**config.mk**
```make
export PLATFORM = sky130hd
export DESIGN_NAME = ascon_hash_serial_host_flat
export DESIGN_NICKNAME = d
export VERILOG_FILES = /design/src/rtl/ascon_host_pkg.sv /design/src/rtl/ascon_hash_serial_host_if.sv /design/src/rtl/ascon_piso.sv /design/src/rtl/ascon_hash_serial_host.sv /design/src/flat_wrapper.sv
export SDC_FILE = /design/constraint.sdc
export NUM_CORES = 2
export LEC_CHECK = 0
export ABC_AREA = 1
export BUFFER_PORTS_ARGS = -buffer_cell sky130_fd_sc_hd__buf_2
export CAP_MARGIN = 10
export CORE_AREA = 2 2 423 425
export DETAILED_ROUTE_END_ITERATION = 10
export DIE_AREA = 0 0 425 427
export PLACE_DENSITY = 0.54
export SETUP_SLACK_MARGIN = 0.1
export SKIP_LAST_GASP = 1
export SLEW_MARGIN = 25
export SYNTH_ARGS = -nofsm -noshare
export SYNTH_HDL_FRONTEND = slang
export SYNTH_SLANG_ARGS = --single-unit
```
**constraint.sdc**
```tcl
create_clock -name clk -period 2.3 [get_ports clk]
set_clock_uncertainty 0.05 [all_clocks]
set_input_delay 0.46 -clock clk [delete_from_list [all_inputs] [get_ports clk]]
set_output_delay 0.46 -clock clk [all_outputs]
set_load 0.005 [all_outputs]
```
**src/rtl/ascon_host_pkg.sv**
```systemverilog
// ascon_host_pkg: shared state encoding, default widths and serial-counter sizing for the Ascon hash host
package ascon_host_pkg;
    typedef enum logic [2:0] {
        IDLE,
        DRST,
        STREAM,
        ARM,
        START,
        WAIT_READY,
        COLLECT
    } state_t;
    function automatic int max3(input int a, input int b, input int c);
        int m;
        m = a > b ? a : b;
        return m > c ? m : c;
    endfunction
    localparam int Y_DEF = 32;
    localparam int L_DEF = 256;
    localparam int RW_DEF = 64;
    localparam int N = max3(Y_DEF, L_DEF, RW_DEF);
    localparam int CW = $clog2(N + 2);
endpackage

```
**src/rtl/ascon_hash_serial_host_if.sv**
```systemverilog
// ascon_hash_serial_host_if: parallel job/result bundle between harness and host
//   job_valid/job_ready : job handshake
//   msg, msk1, msk2     : message and masking shares (Y bits)
//   rnd                 : 7 permutation randomness words, word k = rnd[k*RW +: RW]
//   rfault              : fault randomness (L bits)
//   hash, hash_valid    : collected hash and its one-cycle completion pulse
//   err                 : sticky watchdog error
//   master = harness side, slave = host side
interface ascon_hash_serial_host_if #(
    parameter int Y = 32,
    parameter int L = 256,
    parameter int RW = 64
) ();
    logic            job_valid;
    logic            job_ready;
    logic [Y-1:0]    msg;
    logic [Y-1:0]    msk1;
    logic [Y-1:0]    msk2;
    logic [7*RW-1:0] rnd;
    logic [L-1:0]    rfault;
    logic [L-1:0]    hash;
    logic            hash_valid;
    logic            err;
    modport master (
        output job_valid, msg, msk1, msk2, rnd, rfault,
        input  job_ready, hash, hash_valid, err
    );
    modport slave (
        input  job_valid, msg, msk1, msk2, rnd, rfault,
        output job_ready, hash, hash_valid, err
    );
endinterface

```
**src/rtl/ascon_piso.sv**
```systemverilog
// ascon_piso: parallel-load shift register emitting its MSB first, zero filled behind
//   clk, rst : clock, synchronous active-low reset
//   load     : capture din
//   shift    : shift one place toward the MSB
//   din      : parallel word (W bits)
//   dout     : current MSB
module ascon_piso #(
    parameter int W = 32
) (
    input  logic         clk,
    input  logic         rst,
    input  logic         load,
    input  logic         shift,
    input  logic [W-1:0] din,
    output logic         dout
);
    logic [W-1:0] r;
    always_ff @(posedge clk) begin
        if (!rst) r <= '0;
        else if (load) r <= din;
        else if (shift) r <= {r[W-2:0], 1'b0};
    end
    assign dout = r[W-1];
endmodule

```
**src/rtl/ascon_hash_serial_host.sv**
```systemverilog
// ascon_hash_serial_host: serialises one Ascon hash job into the bit-serial core and collects its hash
//   clk, rst      : clock, synchronous active-low reset
//   host          : job/result bundle (slave modport)
//   dut_rstxSO    : active-high reset to the core
//   messagexSO    : serial {msk2, msk1, msg} bits, MSB first
//   r_64xSO       : serial randomness bits, bit k from word k
//   r_faultxSO    : serial fault-randomness bit
//   startxSO      : start pulse to the core
//   hash_textxSI  : serial hash bit from the core, LSB first
//   readyxSI      : core ready
// Optional: define ASCON_HOST_TIMEOUT_EN for a WAIT_READY watchdog (TO_CYC cycles) driving host.err.
module ascon_hash_serial_host
    import ascon_host_pkg::*;
#(
    parameter int Y = Y_DEF,
    parameter int L = L_DEF,
    parameter int RW = RW_DEF
`ifdef ASCON_HOST_TIMEOUT_EN
    , parameter int TO_CYC = 4096
`endif
) (
    input  logic                      clk,
    input  logic                      rst,
    ascon_hash_serial_host_if.slave   host,
    output logic                      dut_rstxSO,
    output logic [2:0]                messagexSO,
    output logic [6:0]                r_64xSO,
    output logic                      r_faultxSO,
    output logic                      startxSO,
    input  logic                      hash_textxSI,
    input  logic                      readyxSI
);
    localparam int NS = max3(Y, L, RW);
    localparam int CNTW = $clog2(NS + 2);
    localparam int HW = $clog2(L);
    state_t state, state_n;
    logic [CNTW-1:0] cnt;
    logic ready_d;
    logic rst_pend;
    logic to_fire;
    logic load;
    logic shift;
    logic [2:0] msg_bits;
    logic [6:0] rnd_bits;
    logic flt_bit;
    assign load = state == IDLE && host.job_valid;
    assign shift = state == STREAM;
    ascon_piso #(.W(Y)) u_msg (.clk(clk), .rst(rst), .load(load), .shift(shift), .din(host.msg), .dout(msg_bits[0]));
    ascon_piso #(.W(Y)) u_msk1 (.clk(clk), .rst(rst), .load(load), .shift(shift), .din(host.msk1), .dout(msg_bits[1]));
    ascon_piso #(.W(Y)) u_msk2 (.clk(clk), .rst(rst), .load(load), .shift(shift), .din(host.msk2), .dout(msg_bits[2]));
    ascon_piso #(.W(L)) u_flt (.clk(clk), .rst(rst), .load(load), .shift(shift), .din(host.rfault), .dout(flt_bit));
    for (genvar k = 0; k < 7; k++) begin : g_rnd
        ascon_piso #(.W(RW)) u_rnd (
            .clk(clk), .rst(rst), .load(load), .shift(shift),
            .din(host.rnd[k*RW +: RW]), .dout(rnd_bits[k])
        );
    end
`ifdef ASCON_HOST_TIMEOUT_EN
    localparam int TW = $clog2(TO_CYC + 1);
    logic [TW-1:0] wd;
    logic err_q;
    always_ff @(posedge clk) begin
        if (!rst) begin
            wd <= '0;
            err_q <= 1'b0;
        end else begin
            wd <= state == WAIT_READY ? wd + 1'b1 : '0;
            if (to_fire) err_q <= 1'b1;
        end
    end
    // a ready arriving on the last allowed cycle still wins over the watchdog
    assign to_fire = state == WAIT_READY && !readyxSI && wd == TW'(TO_CYC - 1);
    assign host.err = err_q;
`else
    assign to_fire = 1'b0;
    assign host.err = 1'b0;
`endif
    always_ff @(posedge clk) begin
        if (!rst) state <= IDLE;
        else state <= state_n;
    end
    always_comb begin
        state_n = state;
        case (state)
            IDLE:       state_n = host.job_valid ? DRST : IDLE;
            DRST:       state_n = STREAM;
            STREAM:     state_n = cnt == CNTW'(NS - 1) ? ARM : STREAM;
            ARM:        state_n = START;
            START:      state_n = WAIT_READY;
            WAIT_READY: state_n = readyxSI ? COLLECT : to_fire ? IDLE : WAIT_READY;
            COLLECT:    state_n = ready_d && cnt == CNTW'(L - 1) ? IDLE : COLLECT;
            default:    state_n = IDLE;
        endcase
    end
    // rst_pend stretches the core reset over the host reset and one cycle after a watchdog abort
    always_comb begin
        host.job_ready = state == IDLE;
        dut_rstxSO = state == DRST || rst_pend;
        startxSO = state == START;
        messagexSO = shift ? msg_bits : 3'b000;
        r_64xSO = shift ? rnd_bits : 7'b0;
        r_faultxSO = shift && flt_bit;
    end
    // the core shows bit j one cycle after sampling ready, so capture follows the registered ready
    always_ff @(posedge clk) begin
        if (!rst) begin
            cnt <= '0;
            ready_d <= 1'b0;
            rst_pend <= 1'b1;
            host.hash <= '0;
            host.hash_valid <= 1'b0;
        end else begin
            ready_d <= readyxSI;
            rst_pend <= to_fire;
            host.hash_valid <= state == COLLECT && ready_d && cnt == CNTW'(L - 1);
            if (state == DRST || state == WAIT_READY) cnt <= '0;
            else if (state == STREAM || (state == COLLECT && ready_d)) cnt <= cnt + 1'b1;
            if (state == COLLECT && ready_d) host.hash[cnt[HW-1:0]] <= hash_textxSI;
        end
    end
endmodule

```
**src/flat_wrapper.sv**
```systemverilog
// flat-port wrapper written by rule: the top's interface ports become plain ports
module ascon_hash_serial_host_flat import ascon_host_pkg::*;
#(
    parameter int Y = Y_DEF,
    parameter int L = L_DEF,
    parameter int RW = RW_DEF

)
  (clk, rst, dut_rstxSO, messagexSO, r_64xSO, r_faultxSO, startxSO, hash_textxSI, readyxSI, host_job_valid, host_msg, host_msk1, host_msk2, host_rnd, host_rfault, host_job_ready, host_hash, host_hash_valid, host_err);
  ascon_hash_serial_host_if #(.Y(Y), .L(L), .RW(RW)) host_i ();
  input  logic clk;
  input  logic rst;
  output logic dut_rstxSO;
  output logic [2:0] messagexSO;
  output logic [6:0] r_64xSO;
  output logic r_faultxSO;
  output logic startxSO;
  input  logic hash_textxSI;
  input  logic readyxSI;
  input wire logic [$bits(host_i.job_valid)-1:0] host_job_valid;
  input wire logic [$bits(host_i.msg)-1:0] host_msg;
  input wire logic [$bits(host_i.msk1)-1:0] host_msk1;
  input wire logic [$bits(host_i.msk2)-1:0] host_msk2;
  input wire logic [$bits(host_i.rnd)-1:0] host_rnd;
  input wire logic [$bits(host_i.rfault)-1:0] host_rfault;
  output wire logic [$bits(host_i.job_ready)-1:0] host_job_ready;
  output wire logic [$bits(host_i.hash)-1:0] host_hash;
  output wire logic [$bits(host_i.hash_valid)-1:0] host_hash_valid;
  output wire logic [$bits(host_i.err)-1:0] host_err;
  assign host_i.job_valid = host_job_valid;
  assign host_i.msg = host_msg;
  assign host_i.msk1 = host_msk1;
  assign host_i.msk2 = host_msk2;
  assign host_i.rnd = host_rnd;
  assign host_i.rfault = host_rfault;
  assign host_job_ready = host_i.job_ready;
  assign host_hash = host_i.hash;
  assign host_hash_valid = host_i.hash_valid;
  assign host_err = host_i.err;
  ascon_hash_serial_host #(.Y(Y), .L(L), .RW(RW)) u_core (.clk(clk), .rst(rst), .host(host_i), .dut_rstxSO(dut_rstxSO), .messagexSO(messagexSO), .r_64xSO(r_64xSO), .r_faultxSO(r_faultxSO), .startxSO(startxSO), .hash_textxSI(hash_textxSI), .readyxSI(readyxSI));
endmodule
```
==> key figures <==
CTS
  – Clk Latency, worst-skew pair: 810 ps
  – CTS Buf Count: 130
  – CTS root buffer: clkbuf_16
  – CTS sink cnt: 1071
  – Clk buf depth: 3
  – # H-tree levels: 4
  – Worst-path clk slew: 60 ps
  – CTS tree: done

Synthesis
  – Post-synthesis sequential element count: 1071
  – Cell count after synthesis: 7068
  – Register area share after synthesis: 0.451
  – Most instantiated cells after synthesis: nand2_1 (1951), o21ai_0 (1103), dfxtp_1 (1071)
  – Most frequent cell after synthesis: nand2_1
  – Synth area leaders: dfxtp_1 (45%), nand2_1 (15%), o21ai_0 (12%)
  – Synth cell types: 25
  – Area of the mapped netlist: 47500 µm²
  – Largest area contributor in the netlist: dfxtp_1
  – Post-synth EDFFs: 0
  – Warnings, synthesis: 0
  – Post-synthesis area per instance: 6.73 µm²
  – Post-synth top flop: dfxtp_1
  – Area share of the largest cell type after synthesis: 0.451
  – Ys async rst share: 0
  – Syn_nets: 7878

Detailed routing
  – WL/cell: 18.4 µm
  – Pre-antenna DRT Iters: 6
  – Via-to-Cell Ratio: 4.88
  – DRT iter0 DRCs: 4364
  – Final WL: 206000 µm
  – Post-DRT Antenna Nets: 0
  – DR DRC count: 0
  – Via Count: 54.5k

Final layout
  – Area of the multi-input gates: 21400 µm²
  – Non-filler cells, final: 11.2k
  – Post-layout nets: 9485
  – FF+latch area: 21500 µm²
  – Layout cell share with drive strength beyond 1: 0.177
  – Fill count: 18.2k
  – Area added between synthesis and finish: 44.6%
  – Util after Layout: 0.388

Floorplan
  – Ports: 1077
  – Die width: 425 µm
  – Die height: 427 µm
  – Initial Util: 0.268
  – Core area: 177000 µm²
  – Site Rows: 155
  – Die area: 181000 µm²

Setup path
  – CP cell instances: nor2_8 > nand2_8 > buf_16 > nor2_4 > buf_6
  – Reg-to-Reg Start: u_core.state[2]
  – Worst stage delay on the critical path: 360 ps
  – R2r setup slk: 180 ps
  – Worst r2r dst: u_core.g_rnd[2].u_rnd.r[35]
  – Critical Path AT: 1900 ps
  – Critical path class: flip-flop to primary output
  – CP required: 1790 ps
  – CP max stage cell: dfxtp_4
  – Worst-case reg-to-reg path depth: 9
  – Setup crit end kind: primary output
  – CP max FO: 6
  – Critical Path Start Type: flip-flop

Global routing
  – Total gr overflow: 0
  – Maximum number of pins on one net before global-route repair: 111
  – Vias in the first global route: 51.5k
  – Total Routing Usage GR: 0.214
  – Initial antenna violation count: 42
  – Global-route wire length before repair: 305000 µm

Place
  – Dpl hpwl: 133000 µm
  – Pre-CTS setup slack: 199 ps
  – Port Buffers: 1075
  – Cells after DPL: 10.1k
  – Global placement routability congestion: 0.914

Timing
  – Final setup viols: 11
  – Final worst slack: -108 ps
  – Slew @ Worst Pin: 596 ps
  – Final min period: 2410 ps
  – Max Freq: 415 MHz
  – Fin crit share: 1.05
  – Count of final hold-check violations: 0
  – RSZ-0062 raised after global routing: true
  – Max transition margin: 0.598
  – Final max-slew violation count: 0

Status
  – Status: finished with violations
  – Failing checks: negative setup slack

Power
  – IR drop worst, VDD: 0.554 mV
  – Power Density: 748 nW/µm²
  – Pleak: 30.8 nW

Run
  – MaxCap Viol Count: 0

Hold path
  – Worst Hold Depth: 3
  – Worst hold start: host_rfault[96]
  – Hold WC Path Type: input port to flip-flop
  – WHS Endpoint: u_core.u_flt.r[96]
area by class of cell:
class	count	area share
multi-input combinational	4753	0.311
inverter	647	0.0358
timing repair buffer	2072	0.234
sequential	1071	0.312
clock inverter	42	0.00730
tap	2355	0.0429
antenna	41	0.00149
clock buffer	191	0.0556
worst max-delay path, delay by kind of cell (launching register included):
family	cells	cell delay [ps]
buffers and inverters	2	310
and+or+nand+nor	3	400
DFF	1	360
kinds of logic after synthesis:
family,after synthesis,share of synthesized area
buffers and inverters,1245,0.105
and+or+nand+nor,2781,0.235
AOI/OAI and AO/OA,1965,0.207
DFF,1071,0.451
other,1,0.0000789
adders and majority gates,5,0.00132
timing repair:
item	in CTS	in global routing
gates cloned	5	0
hold buffers	785	0
pin swaps	5	4
gates resized for setup	44	10
buffers inserted	17	1
endpoints found under the setup margin	14	35
endpoints found under the hold margin	784	0
metal layers:
metal  wire length, µm  GRT usage  vias to the layer above
met5                33          0                        -
met2             93700      0.339                     2529
met4             14900      0.148                        6
met3             14000     0.0415                      758
met1             83100      0.262                    25168
li1                  -          -                    26011
per-stage QoR:
stage | hold WS (ps) | total power, W | setup TNS, ps | cell area [µm²]
after CTS | 2.79 | 0.0516 | -2010 | 68600
final | 43.9 | 0.0514 | -944 | 68800
after global placement | 395 | 0.0293 | 0 | 56000
after floorplan | 385 | 0.0260 | 0 | 47500
after global routing | 34.9 | 0.0537 | -1880 | 68700
after detailed placement | 402 | 0.0294 | 0 | 56000
registers in the layout (all words and copies together) (netlist names):
name and count:
u_core.g_rnd.u_rnd.r 448, u_core.u_msg.r 32, u_core.rst_pend 1, u_core.host.hash_valid 1, u_core.ready_d 1, u_core.host.hash 256, u_core.u_msk1.r 32, u_core.u_msk2.r 32
u_core.state 3, u_core.cnt 9, u_core.u_flt.r 256
power by group:
group | internal [W] | switching, W
Clock | 0.0121 | 0.00884
Combinational | 0.00375 | 0.00558
Sequential | 0.0202 | 0.000875
Total | 0.0361 | 0.0153
worst max-delay path by stage:
stage	to	slack, ps	from	cells after the start
4_1_cts	host_job_ready	-190	u_core.state[0]	5
6_report	messagexSO[1]	-110	u_core.state[2]	5
5_1_grt	messagexSO[1]	-180	u_core.state[2]	5
3_5_place_dp	u_core.u_msg.r[18]	200	u_core.state[2]	8
3_3_place_gp	u_core.host.hash_valid	230	u_core.cnt[4]	8
2_1_floorplan	messagexSO[0]	490	u_core.state[2]	7
layout by cell type (no fill, tap or decap), drive strengths merged:
cell         instances
o21bai               2
nand3              414
nand2             1953
bufbuf               4
a21oi              855
nor3                 6
bufinv               4
diode               41
clkbuf             191
buf               1283
dfxtp             1071
conb                 1
ha                   5
clkinvlp             1
nand4               69
dlygate4sd3        785
o21ai             1108
inv                659
nor2               340
clkinv              25
Power figures use the tool's default switching activity.
